===== src/rtl/piece_spawner.sv =====
`default_nettype none
// ============================================================================
//  Module      : piece_spawner
//  Description : Next-piece generator. On start, draws a tetromino code from a
//                free-running 8-bit LFSR (retrying while the code is zero),
//                writes the piece into a COLS x ROWS window of grid memory
//                starting at BASE_ADDR, then pulses done. The window is written
//                either completely (empty cells = 0) or only at the four
//                occupied cells. Every write honours mem_ready back-pressure.
//  Revision    : 1.0  initial release
// ============================================================================
module piece_spawner #(
    parameter int         ADDR_W     = 8,
    parameter int         DATA_W     = 8,
    parameter int         BASE_ADDR  = 232,
    parameter int         COLS       = 3,
    parameter int         ROWS       = 4,
    parameter int         FULL_WRITE = 1,
    parameter logic [7:0] SEED       = 8'hA5
) (
    input  logic                  clk,
    input  logic                  rst,
    input  logic                  start,
    input  logic                  force_en,
    input  logic [2:0]            force_type,
    input  logic                  mem_ready,
    output logic                  busy,
    output logic                  done,
    output logic                  we,
    output logic [ADDR_W-1:0]     addr,
    output logic [DATA_W-1:0]     data,
    output logic [2:0]            piece_type,
    output logic [4*ADDR_W-1:0]   cell_addrs
);

    localparam int                c_NCELL = COLS * ROWS;
    localparam int                c_IDX_W = $clog2(c_NCELL);
    localparam logic [ADDR_W-1:0] c_BASE  = ADDR_W'(BASE_ADDR);

    localparam logic [1:0] c_IDLE  = 2'd0;
    localparam logic [1:0] c_PICK  = 2'd1;
    localparam logic [1:0] c_WRITE = 2'd2;
    localparam logic [1:0] c_DONE  = 2'd3;

    logic [1:0]          r_state;
    logic [7:0]          r_lfsr;
    logic [c_IDX_W-1:0]  r_idx;
    logic [2:0]          r_piece_type;
    logic [4*ADDR_W-1:0] r_cell_addrs;

    logic [2:0]          w_code;
    logic                w_lfsr_fb;
    logic [ADDR_W-1:0]   w_addr;
    logic                w_occ;
    logic                w_last;

    // Grid addresses of the four occupied cells of a piece, in row-major
    // (ascending offset) order. Each shape table entry is already sorted.
    function automatic logic [4*ADDR_W-1:0] f_shape_addrs(input logic [2:0] code);
        int                  r [4];
        int                  c [4];
        logic [4*ADDR_W-1:0] res;
        res = '0;
        case (code)
            3'd1:    begin r = '{1'b0 ? 0 : 0, 1, 2, 3}; c = '{0, 0, 0, 0}; end // I
            3'd2:    begin r = '{2, 2, 3, 3}; c = '{0, 1, 0, 1}; end            // O
            3'd3:    begin r = '{1, 2, 2, 3}; c = '{1, 0, 1, 1}; end            // T
            3'd4:    begin r = '{2, 2, 3, 3}; c = '{1, 2, 0, 1}; end            // S
            3'd5:    begin r = '{2, 2, 3, 3}; c = '{0, 1, 1, 2}; end            // Z
            3'd6:    begin r = '{1, 2, 3, 3}; c = '{1, 1, 0, 1}; end            // J
            3'd7:    begin r = '{1, 2, 3, 3}; c = '{0, 0, 0, 1}; end            // L
            default: begin r = '{0, 0, 0, 0}; c = '{0, 0, 0, 0}; end
        endcase
        for (int k = 0; k < 4; k++) begin
            res[k*ADDR_W +: ADDR_W] = c_BASE + ADDR_W'(r[k] * COLS + c[k]);
        end
        return res;
    endfunction

    assign w_lfsr_fb = ~(r_lfsr[7] ^ r_lfsr[5] ^ r_lfsr[4] ^ r_lfsr[3]);
    assign w_code    = force_en ? force_type : r_lfsr[2:0];

    // Write sequencing: the full window walks every cell index and decides
    // occupancy by matching the address; sparse mode walks the latched list.
    generate
        if (FULL_WRITE != 0) begin : g_full
            assign w_addr = c_BASE + ADDR_W'(r_idx);
            assign w_occ  = (w_addr == r_cell_addrs[0*ADDR_W +: ADDR_W]) ||
                            (w_addr == r_cell_addrs[1*ADDR_W +: ADDR_W]) ||
                            (w_addr == r_cell_addrs[2*ADDR_W +: ADDR_W]) ||
                            (w_addr == r_cell_addrs[3*ADDR_W +: ADDR_W]);
            assign w_last = (r_idx == c_IDX_W'(c_NCELL - 1));
        end else begin : g_sparse
            assign w_addr = r_cell_addrs[r_idx[1:0]*ADDR_W +: ADDR_W];
            assign w_occ  = 1'b1;
            assign w_last = (r_idx == c_IDX_W'(3));
        end
    endgenerate

    // Free-running LFSR, advances every clock regardless of state.
    always_ff @(posedge clk or posedge rst) begin
        if (rst) begin
            r_lfsr <= SEED;
        end else begin
            r_lfsr <= {r_lfsr[6:0], w_lfsr_fb};
        end
    end

    // Control FSM: draw a code, latch the piece, walk the writes, signal done.
    always_ff @(posedge clk or posedge rst) begin
        if (rst) begin
            r_state      <= c_IDLE;
            r_idx        <= '0;
            r_piece_type <= 3'd0;
            r_cell_addrs <= '0;
        end else begin
            case (r_state)
                c_IDLE: begin
                    if (start) begin
                        r_state <= c_PICK;
                    end
                end
                c_PICK: begin
                    // Code zero is the air code: stay and retry with the
                    // already-advanced LFSR next cycle.
                    if (w_code != 3'd0) begin
                        r_piece_type <= w_code;
                        r_cell_addrs <= f_shape_addrs(w_code);
                        r_idx        <= '0;
                        r_state      <= c_WRITE;
                    end
                end
                c_WRITE: begin
                    if (mem_ready) begin
                        if (w_last) begin
                            r_state <= c_DONE;
                        end else begin
                            r_idx <= r_idx + c_IDX_W'(1);
                        end
                    end
                end
                c_DONE: begin
                    r_state <= c_IDLE;
                end
                default: begin
                    r_state <= c_IDLE;
                end
            endcase
        end
    end

    // Outputs decode straight from registered state so reset clears them at once.
    assign busy       = (r_state != c_IDLE);
    assign done       = (r_state == c_DONE);
    assign we         = (r_state == c_WRITE);
    assign addr       = we ? w_addr : '0;
    assign data       = (we && w_occ) ? DATA_W'(r_piece_type) : '0;
    assign piece_type = r_piece_type;
    assign cell_addrs = r_cell_addrs;

endmodule
`default_nettype wire

===== config.mk =====
export PLATFORM = sky130hd
export DESIGN_NAME = piece_spawner
export DESIGN_NICKNAME = d
export VERILOG_FILES = /design/src/rtl/piece_spawner.sv
export SDC_FILE = /design/constraint.sdc
export NUM_CORES = 1
export LEC_CHECK = 0
export ABC_AREA = 0
export BUFFER_PORTS_ARGS = -buffer_cell sky130_fd_sc_hd__clkbuf_2
export CORE_UTILIZATION = 45
export CTS_CLUSTER_SIZE = 25
export DETAILED_ROUTE_END_ITERATION = 8
export PLACE_DENSITY = 0.78
export SLEW_MARGIN = 25
export SYNTH_ARGS = -nofsm -noshare
export SYNTH_HDL_FRONTEND = slang
export SYNTH_SLANG_ARGS = --single-unit

===== constraint.sdc =====
create_clock -name clk -period 4.4 [get_ports clk]
set_clock_uncertainty 0.2 [all_clocks]
set_input_delay 0.22 -clock clk [delete_from_list [all_inputs] [get_ports clk]]
set_output_delay 0.22 -clock clk [all_outputs]
set_load 0.02 [all_outputs]

==> impl_metrics.yaml, run 1 <==
outcome:
  outcome: "completed"
die:
  initial_utilization: 0.469
  die_width_um: 75.2
  die_h_um: 75.2
  num_rows: 26
  core_area_um2: 5140
  io_pins: 62
  die-area_um2: 5660
job:
  maxCapViolCount: 0
synthesis:
  yosysUniqueCellTypes: 43
  ys_seq_area_frac: 0.396
  synth_top_cell_by_area: "dfrtp_1"
  syn_inst: 254
  synth_edf_count: 0
  yosys-top-cells-area: "dfrtp_1 35%, ha_1 10%, nand2_1 7.9%"
  yosys_warnings: 0
  synth.avg_cell_area_um2: 9.50
  ys_dominant_reg_cell: "dfrtp_1"
  syn-cell-area_um2: 2410
  ys_async_sr_fraction: 1.00
  synth_seq_cells: 38
  synth_top_area_share: 0.353
critical_path:
  path_class: "flip-flop to flip-flop"
  r2r-start: "r_lfsr[0]"
  start_kind: "flip-flop"
  worst-r2r-cell-count: 11
  worst_ep_required_time_ns: 4.37
  path_max_fanout: 8
  cp-startpoint: "r_lfsr[0]"
  crit_arrival_ns: 3.30
  endpoint_kind: "flip-flop"
place:
  io_buffers: 56
  place_inst: 354
  gp_congestion: 0.801
  preCtsSetupSlack_ns: 1.00
  dp_hpwl_mm: 3.68
pwr:
  power_density_nw_per_um2: 634
  irDropWorstVdd_uv: 263
  power_mw: 1.72
  leakage_nw: 1.39
timing:
  tightestPinTransition_ns: 1.00
  finalHoldViolations: 0
  period_needed_ns: 3.33
  relSlewSlack: 0.330
  fin_tns_setup_ns: 0
  clock.fmax_mhz: 301
  drv_slew: 0
  worst_slack_ns: 1.07
  setup_viol: 0
  period_share: 0.756
  rsz0062_at_grt: "false"
hold_path:
  worstHoldStart: "start"
  hp-class: "input pin to flip-flop"
  min_path_cells: 3
detailed_routing:
  ant_nets: 0
  avgRoutedWirePerCell_um: 13.7
  vias: 1810
  drt_iter0_drc: 68
  wl_mm: 4.96
  drt_pre_antenna_iters: 4
  drc: 0
  viasPerCell: 4.99
global_routing:
  grt_remaining_overflow: 0
  grt_pass1_vias: 1698
  grt_pass1_wl_mm: 7.82
  grt_max_degree: 39
  grt_usage: 0.189
  antenna_found_initial: 0
layout:
  antenna_cells: 0
  layout.nets: 321
  final_cells: 363
  final_layout_size_suffix_gt1_frac: 0.256
  area_delta_synth_final_pct: 12.6
clock_tree:
  cts_sinks: 38
  cts_resized: 0
  cts_max_level: 2
  clock-root-buffer: "clkbuf_8"
  cts_setup_buffers: 0
  clk_pin_slew_ns: 0.07
  insertion_delay_ns: 0.29
  cts_buffers: 5
  clock_path_buffers: 2
  cts_tree: "yes"
-- placed cells by master, fill, tap and decap left out, drive strengths merged, types with 4 or more instances in the layout --
| cell type | count |
|---|---|
| ha | 20 |
| clkbuf | 63 |
| nand2b | 4 |
| and2 | 5 |
| dfrtp | 34 |
| xnor2 | 17 |
| dfstp | 4 |
| o2111ai | 4 |
| nand2 | 51 |
| conb | 5 |
| and3b | 4 |
| mux2i | 5 |
| o21ai | 12 |
| nor2 | 9 |
| nor3b | 4 |
| inv | 13 |
-- cells by family (layout without fill, tap and decap cells) --
logic type | count (synthesis) | count (layout) | synth area share
AOI/OAI and AO/OA | 33 | 33 | 0.100
xor gates and xnor gates | 18 | 18 | 0.0654
adders and majority gates | 21 | 21 | 0.112
buffers and inverters | 45 | 80 | 0.107
DFF | 38 | 38 | 0.396
muxes | 7 | 7 | 0.0316
other | 1 | 5 | 0.00155
and+or+nand+nor | 91 | 91 | 0.186
-- per-layer routing --
layer	GRT usage	wire (um)	vias up
met4	0.0658	76	0
met2	0.323	2470	54
met1	0.233	2170	852
met5	0	0	-
met3	0.0455	243	8
li1	-	-	896
-- critical path, cell delays in order (launching register included) --
cell,delay [ns]
dfstp_2,0.37
mux2i_1,0.34
inv_1,0.13
ha_1,0.31
o21ai_0,0.22
nand2_1,0.15
nand2b_1,0.20
ha_1,0.28
nor3_1,0.31
ha_1,0.32
a2111oi_2,0.30
nor2_1,0.07
-- power breakdown --
| group | internal (mW) | leakage, nW | switching [mW] | total (mW) |
|---|---|---|---|---|
| registers | 0.469 | 0.444 | 0.142 | 0.611 |
| clock network | 0.170 | 0.0524 | 0.117 | 0.286 |
| logic | 0.312 | 0.897 | 0.513 | 0.826 |
-- what timing repair did --
item / 4_1_cts / 5_1_grt
hold buffers: 1 / 0
endpoints found under the hold margin: 34 / 0
endpoints found under the setup margin: 0 / 0
-- final timing paths --
kind	end	slack, ns
max reg2reg	cell_addrs[12]	1.07
max	cell_addrs[12]	1.07
min in group asynchronous	r_state[1]	0.37
min	r_state[0]	0.12
min reg2reg	r_lfsr[7]	0.15
max in group asynchronous	r_lfsr[0]	3.27
-- stage by stage --
step | hold slack (ns) | util | cell area (um^2)
2_1_floorplan | 0.133 | - | 2430
3_3_place_gp | 0.137 | 0.506 | 2600
3_5_place_dp | 0.142 | 0.506 | 2600
4_1_cts | 0.116 | 0.528 | 2720
5_1_grt | 0.138 | 0.528 | 2720
6_report | 0.116 | 0.528 | 2720
-- flip-flops by register name (all words and copies together) (netlist names) --
register	flops
cell_addrs	21
r_lfsr	8
r_idx	4
piece_type	3
r_state	2
-- Yosys cell counts, drive strengths merged (4+ instances only) --
library cell,count
and2,5
and3b,4
buf,27
clkbuf,5
dfrtp,34
dfstp,4
ha,20
inv,13
mux2i,5
nand2,51
nand2b,4
nor2,9
nor3b,4
o2111ai,4
o21ai,12
xnor2,17
-- layout make-up --
| class | count | area (um^2) |
|---|---|---|
| Clock buffer | 7 | 76.3 |
| Clock inverter | 1 | 30.0 |
| Fill cell | 502 | 2420 |
| Inverter | 13 | 48.8 |
| Multi-Input combinational cell | 175 | 1210 |
| Sequential cell | 38 | 956 |
| Tap cell | 70 | 87.6 |
| Timing Repair Buffer | 59 | 305 |
No activity file was read; power rests on OpenSTA's default activity.
==> run 2: changes to the inputs <==
clock period = 3.1 ns   (was 4.4 ns; I/O delays follow)
==> run 2 against run 1 <==
Against the previous run: die area did not move; setup slack got worse by 0.87 ns; first-iteration DRC count up 10%; count of clock-buffer cells in the layout is the same; sequential share of layout area is 0.88 points lower; utilization increased by 1.4 points; non-clock buffer count increased by 9; via count is 0.17% higher.
==> impl_metrics.yaml, run 2 (synthesized netlist as in run 1, its figures left out) <==
outcome:
  outcome: "completed"
die:
  die_width_um: 75.2
  io_pins: 62
  initial_utilization: 0.469
  die-area_um2: 5660
  die_h_um: 75.2
  num_rows: 26
  core_area_um2: 5140
timing:
  finalHoldViolations: 0
  relSlewSlack: 0.576
  period_share: 0.935
  whs_ns: 0.0398
  drv_slew: 0
  tightestPinTransition_ns: 0.633
  period_needed_ns: 2.90
  setup_viol: 0
  clock.fmax_mhz: 345
  rsz0062_at_grt: "false"
pwr:
  power_density_nw_per_um2: 867
  leakage_nw: 1.44
  power.share.switching: 0.457
  intPower_mw: 1.31
  irDropWorstVdd_uv: 347
  switchingPower_mw: 1.10
  pwr-share-clk: 0.146
  seqPwrFrac: 0.360
  combPwrFrac: 0.494
  power_mw: 2.42
detailed_routing:
  drc: 0
  drt_iter0_drc: 75
  viasPerCell: 4.87
  ant_nets: 0
  avgRoutedWirePerCell_um: 13.4
  drt_pre_antenna_iters: 4
  wl_mm: 4.98
  vias: 1813
critical_path:
  start_kind: "flip-flop"
  worst_ep_required_time_ns: 3.05
  path_max_fanout: 5
  crit_arrival_ns: 2.85
  endpoint_kind: "flip-flop"
  path_class: "flip-flop to flip-flop"
  regToRegSetupSlack_ns: 0.20
global_routing:
  antenna_found_initial: 0
  grt_pass1_wl_mm: 7.88
  grt_pass1_vias: 1632
  grt_usage: 0.193
  grt_remaining_overflow: 0
  grt_max_degree: 39
clock_tree:
  cts_tree: "yes"
  clk_pin_slew_ns: 0.07
  insertion_delay_ns: 0.29
  cts_buffers: 5
  clock-root-buffer: "clkbuf_8"
  cts_max_level: 2
  cts_sinks: 38
  clock_path_buffers: 2
hold_path:
  hp-class: "input pin to flip-flop"
layout:
  largest_register_ffs: 21
  layout_commonest_cell: "clkbuf_2"
  num-fill-cells: 506
  area_delta_synth_final_pct: 15.5
  layout.nets: 330
  layout_common_cells: "56 x clkbuf_2, 51 x nand2_1, 34 x dfrtp_1"
  fin_util: 0.542
  antenna_cells: 0
  final_layout_size_suffix_gt1_frac: 0.288
  final_cells: 372
job:
  maxCapViolCount: 0
place:
  place_inst: 362
  gp_congestion: 0.807
  dp_hpwl_mm: 3.74
  io_buffers: 56
-- run 2: cell types whose count changed in the layout (fill, tap and decap cells not counted), sizes merged --
cell,change
buf,+9
clkinv,+1
bufinv,-1
-- run 2: critical path, stage by stage (launching register included) --
cell and delay (ns):
dfstp_2 0.38, mux2i_4 0.20, inv_1 0.10, ha_1 0.21
o21ai_0 0.20, nand2_1 0.13, nand2b_1 0.19, ha_1 0.31
nor3_2 0.05, buf_4 0.14, fa_1 0.40, xor2_1 0.16
o21ai_0 0.08
-- run 2: final cells by class --
cell class,count,area [um^2],area share
multi-input combinational,175,1230,0.441
sequential,38,956,0.343
timing repair buffer,68,373,0.134
tap,70,87.6,0.0314
clock buffer,7,86.3,0.0310
inverter,13,48.8,0.0175
clock inverter,1,5.00,0.00180
-- run 2: power by group through the flow --
stage	clock (mW)	sequential, mW	combinational [mW]
2_1_floorplan	0	0.966	0.765
3_3_place_gp	0	0.877	1.17
3_5_place_dp	0	0.881	1.20
4_1_cts	0.360	0.873	1.21
5_1_grt	0.386	0.900	1.33
6_report	0.353	0.870	1.19
-- run 2: stage by stage --
step	setup TNS [ns]	instance area, um^2	setup WS, ns
floorplan	0	2430	0.146
global placement	0	2660	0.141
detailed placement	-0.200	2660	-0.0989
CTS	0	2770	0.0169
global route	0	2790	0.00449
finish	0	2790	0.202
-- run 2: final timing paths --
| kind | from | end | cells past startpoint |
|---|---|---|---|
| setup / recovery | r_lfsr[0] | cell_addrs[11] | 12 |
| hold reg to reg | r_lfsr[6] | r_lfsr[7] | 0 |
| max in group asynchronous | rst | r_lfsr[2] | 4 |
| min in group asynchronous | rst | r_state[0] | 4 |
| hold / removal | start | r_state[0] | 3 |
| setup reg to reg | r_lfsr[0] | cell_addrs[11] | 12 |
-- run 2: metal layers --
layer	wire [um]	global-route usage	part of all wire	vias to the layer above
li1	-	-	-	916
met1	2260	0.245	0.45	841
met2	2380	0.310	0.48	43
met3	184	0.0509	0.037	13
met4	142	0.0864	0.029	0
met5	0	0	0	-
-- run 2: timing repair --
item / CTS / global route
pin swaps: 0 / 2
resized for setup: 1 / 2
hold buffers: 1 / 0
endpoints found under the hold margin: 34 / 0
buffers inserted: 0 / 1
setup endpoints to repair: 2 / 3
==> run 3: changes to the inputs <==
CORE_MARGIN = 8   (was default)
==> run 3 against run 2 <==
Against the previous run: total power decreased by 0.80%; via count is 1.8% higher; setup slack worse by 0.014 ns; critical endpoint is now cell_addrs[12]; final cell count rose by 0.27%; non-clock buffer count rose by 1; global-route usage down 5.0 points; critical path depth is 1 lower; design area shrank 0.27%; combinational power about the same.
==> impl_metrics.yaml, run 3 (synthesized netlist as in run 1, its figures left out) <==
clock_tree:
  clk_pin_slew_ns: 0.07
  clock-root-buffer: "clkbuf_8"
  cts_buffers: 5
  cts_max_level: 2
  cts_tree: "yes"
  insertion_delay_ns: 0.29
  clock_path_buffers: 2
  cts_sinks: 38
pwr:
  power_mw: 2.40
  power_density_nw_per_um2: 862
  intPower_mw: 1.29
  irDropWorstVdd_uv: 331
  combPwrFrac: 0.502
  seqPwrFrac: 0.362
  leakage_nw: 1.44
  pwr-share-clk: 0.136
  power.share.switching: 0.463
  switchingPower_mw: 1.11
detailed_routing:
  drt_iter0_drc: 86
  drc: 0
  wl_mm: 5.30
  viasPerCell: 4.95
  ant_nets: 0
  drt_pre_antenna_iters: 4
  vias: 1846
  avgRoutedWirePerCell_um: 14.2
layout:
  layout_commonest_cell: "clkbuf_2"
  final_layout_size_suffix_gt1_frac: 0.287
  final_cells: 373
  antenna_cells: 0
  num-fill-cells: 478
  area_delta_synth_final_pct: 15.2
  largest_register_ffs: 21
  layout_common_cells: "56 x clkbuf_2, 51 x nand2_1, 34 x dfrtp_1"
  design_area_um2: 2780
  layout.nets: 331
timing:
  fin_tns_setup_ns: 0
  clock.fmax_mhz: 343
  relSlewSlack: 0.550
  period_needed_ns: 2.91
  finalHoldViolations: 0
  setup_viol: 0
  period_share: 0.939
  drv_slew: 0
  tightestPinTransition_ns: 0.672
  rsz0062_at_grt: "false"
die:
  die-area_um2: 7960
  die_h_um: 89.2
  io_pins: 62
  num_rows: 26
  core_area_um2: 5140
  initial_utilization: 0.469
  die_width_um: 89.2
global_routing:
  grt_busiest_layer: "met2"
  antenna_found_initial: 0
  grt_max_degree: 39
  grt_remaining_overflow: 0
  grtUsageMet3: 0.0340
  grt_pass1_wl_mm: 8.89
  gr-usage-met2: 0.244
  grt_use_met1: 0.174
  grt_usage: 0.143
  grt_pass1_vias: 1839
critical_path:
  r2r-start: "r_lfsr[0]"
  path_max_fanout: 4
  crit-reg2reg-capture: "cell_addrs[12]"
  critPathCapture: "cell_addrs[12]"
  regToRegSetupSlack_ns: 0.19
  cp-startpoint: "r_lfsr[0]"
  worst-r2r-cell-count: 11
  worst_ep_required_time_ns: 3.07
  path_class: "flip-flop to flip-flop"
  start_kind: "flip-flop"
  crit_arrival_ns: 2.88
  endpoint_kind: "flip-flop"
job:
  maxCapViolCount: 0
hold_path:
  hp-class: "input pin to flip-flop"
place:
  io_buffers: 56
  gp_congestion: 0.768
  place_inst: 363
  dp_hpwl_mm: 4.00
  placed_area_um2: 2670
outcome:
  outcome: "completed"
==> run 3: cell count changes in the layout (fill, tap and decap cells not counted), sizes merged <==
cell and change:
buf +1, clkbuf -1, clkinv +1
==> run 3: per-layer routing <==
layer,vias up,wire length [um]
met2,38,2560
li1,911,-
met1,891,2380
met4,0,51
met3,6,299
met5,-,0
==> run 3: area by class of cell <==
| class | instances | area (um^2) | share of cell area |
|---|---|---|---|
| Clock buffer | 6 | 72.6 | 0.0261 |
| Clock inverter | 2 | 10.0 | 0.00360 |
| Inverter | 13 | 48.8 | 0.0176 |
| Multi-Input combinational cell | 175 | 1220 | 0.440 |
| Sequential cell | 38 | 956 | 0.344 |
| Tap cell | 70 | 87.6 | 0.0315 |
| Timing Repair Buffer | 69 | 380 | 0.137 |
==> run 3: power groups by stage <==
stage / Sequential, mW / Clock, mW / Combinational, mW
after floorplan: 0.966 / 0 / 0.765
after global placement: 0.871 / 0 / 1.19
after detailed placement: 0.878 / 0 / 1.21
after CTS: 0.867 / 0.335 / 1.22
after global routing: 0.897 / 0.357 / 1.35
final: 0.866 / 0.326 / 1.20
==> run 3: stage by stage <==
stage,hold WS (ns),util,setup slack [ns]
3_3_place_gp,0.0727,0.519,0.164
2_1_floorplan,0.133,-,0.146
4_1_cts,0.0117,0.538,0.0550
3_5_place_dp,0.0736,0.519,-0.0319
6_report,0.0208,0.541,0.188
5_1_grt,0.0642,0.541,0.0189
==> run 3: repair_timing <==
item	4_1_cts	5_1_grt
endpoints found under the setup margin	1	1
hold buffers	1	0
buffers inserted	0	1
pin swaps	0	1
gates resized for setup	1	1
hold endpoints to repair	34	0
==> run 3: worst min-delay path by stage <==
stage,depth (start not counted),slack (ns),endpoint,from
floorplan,0,0.13,r_lfsr[7],r_lfsr[6]
global placement,3,0.07,r_state[0],rst
detailed placement,3,0.07,r_state[0],rst
CTS,3,0.01,piece_type[1],force_type[1]
global route,3,0.06,piece_type[1],force_type[1]
finish,3,0.02,piece_type[1],force_type[1]
==> run 3: worst max-delay path, cell delays in order, from the launching register on <==
cell,delay (ns)
dfstp_2,0.53
mux2i_1,0.08
buf_4,0.16
ha_1,0.21
o21ai_0,0.17
nand2_1,0.09
nand2b_1,0.17
ha_1,0.33
nor3_4,0.21
ha_1,0.27
a2111oi_2,0.31
nor2_1,0.07
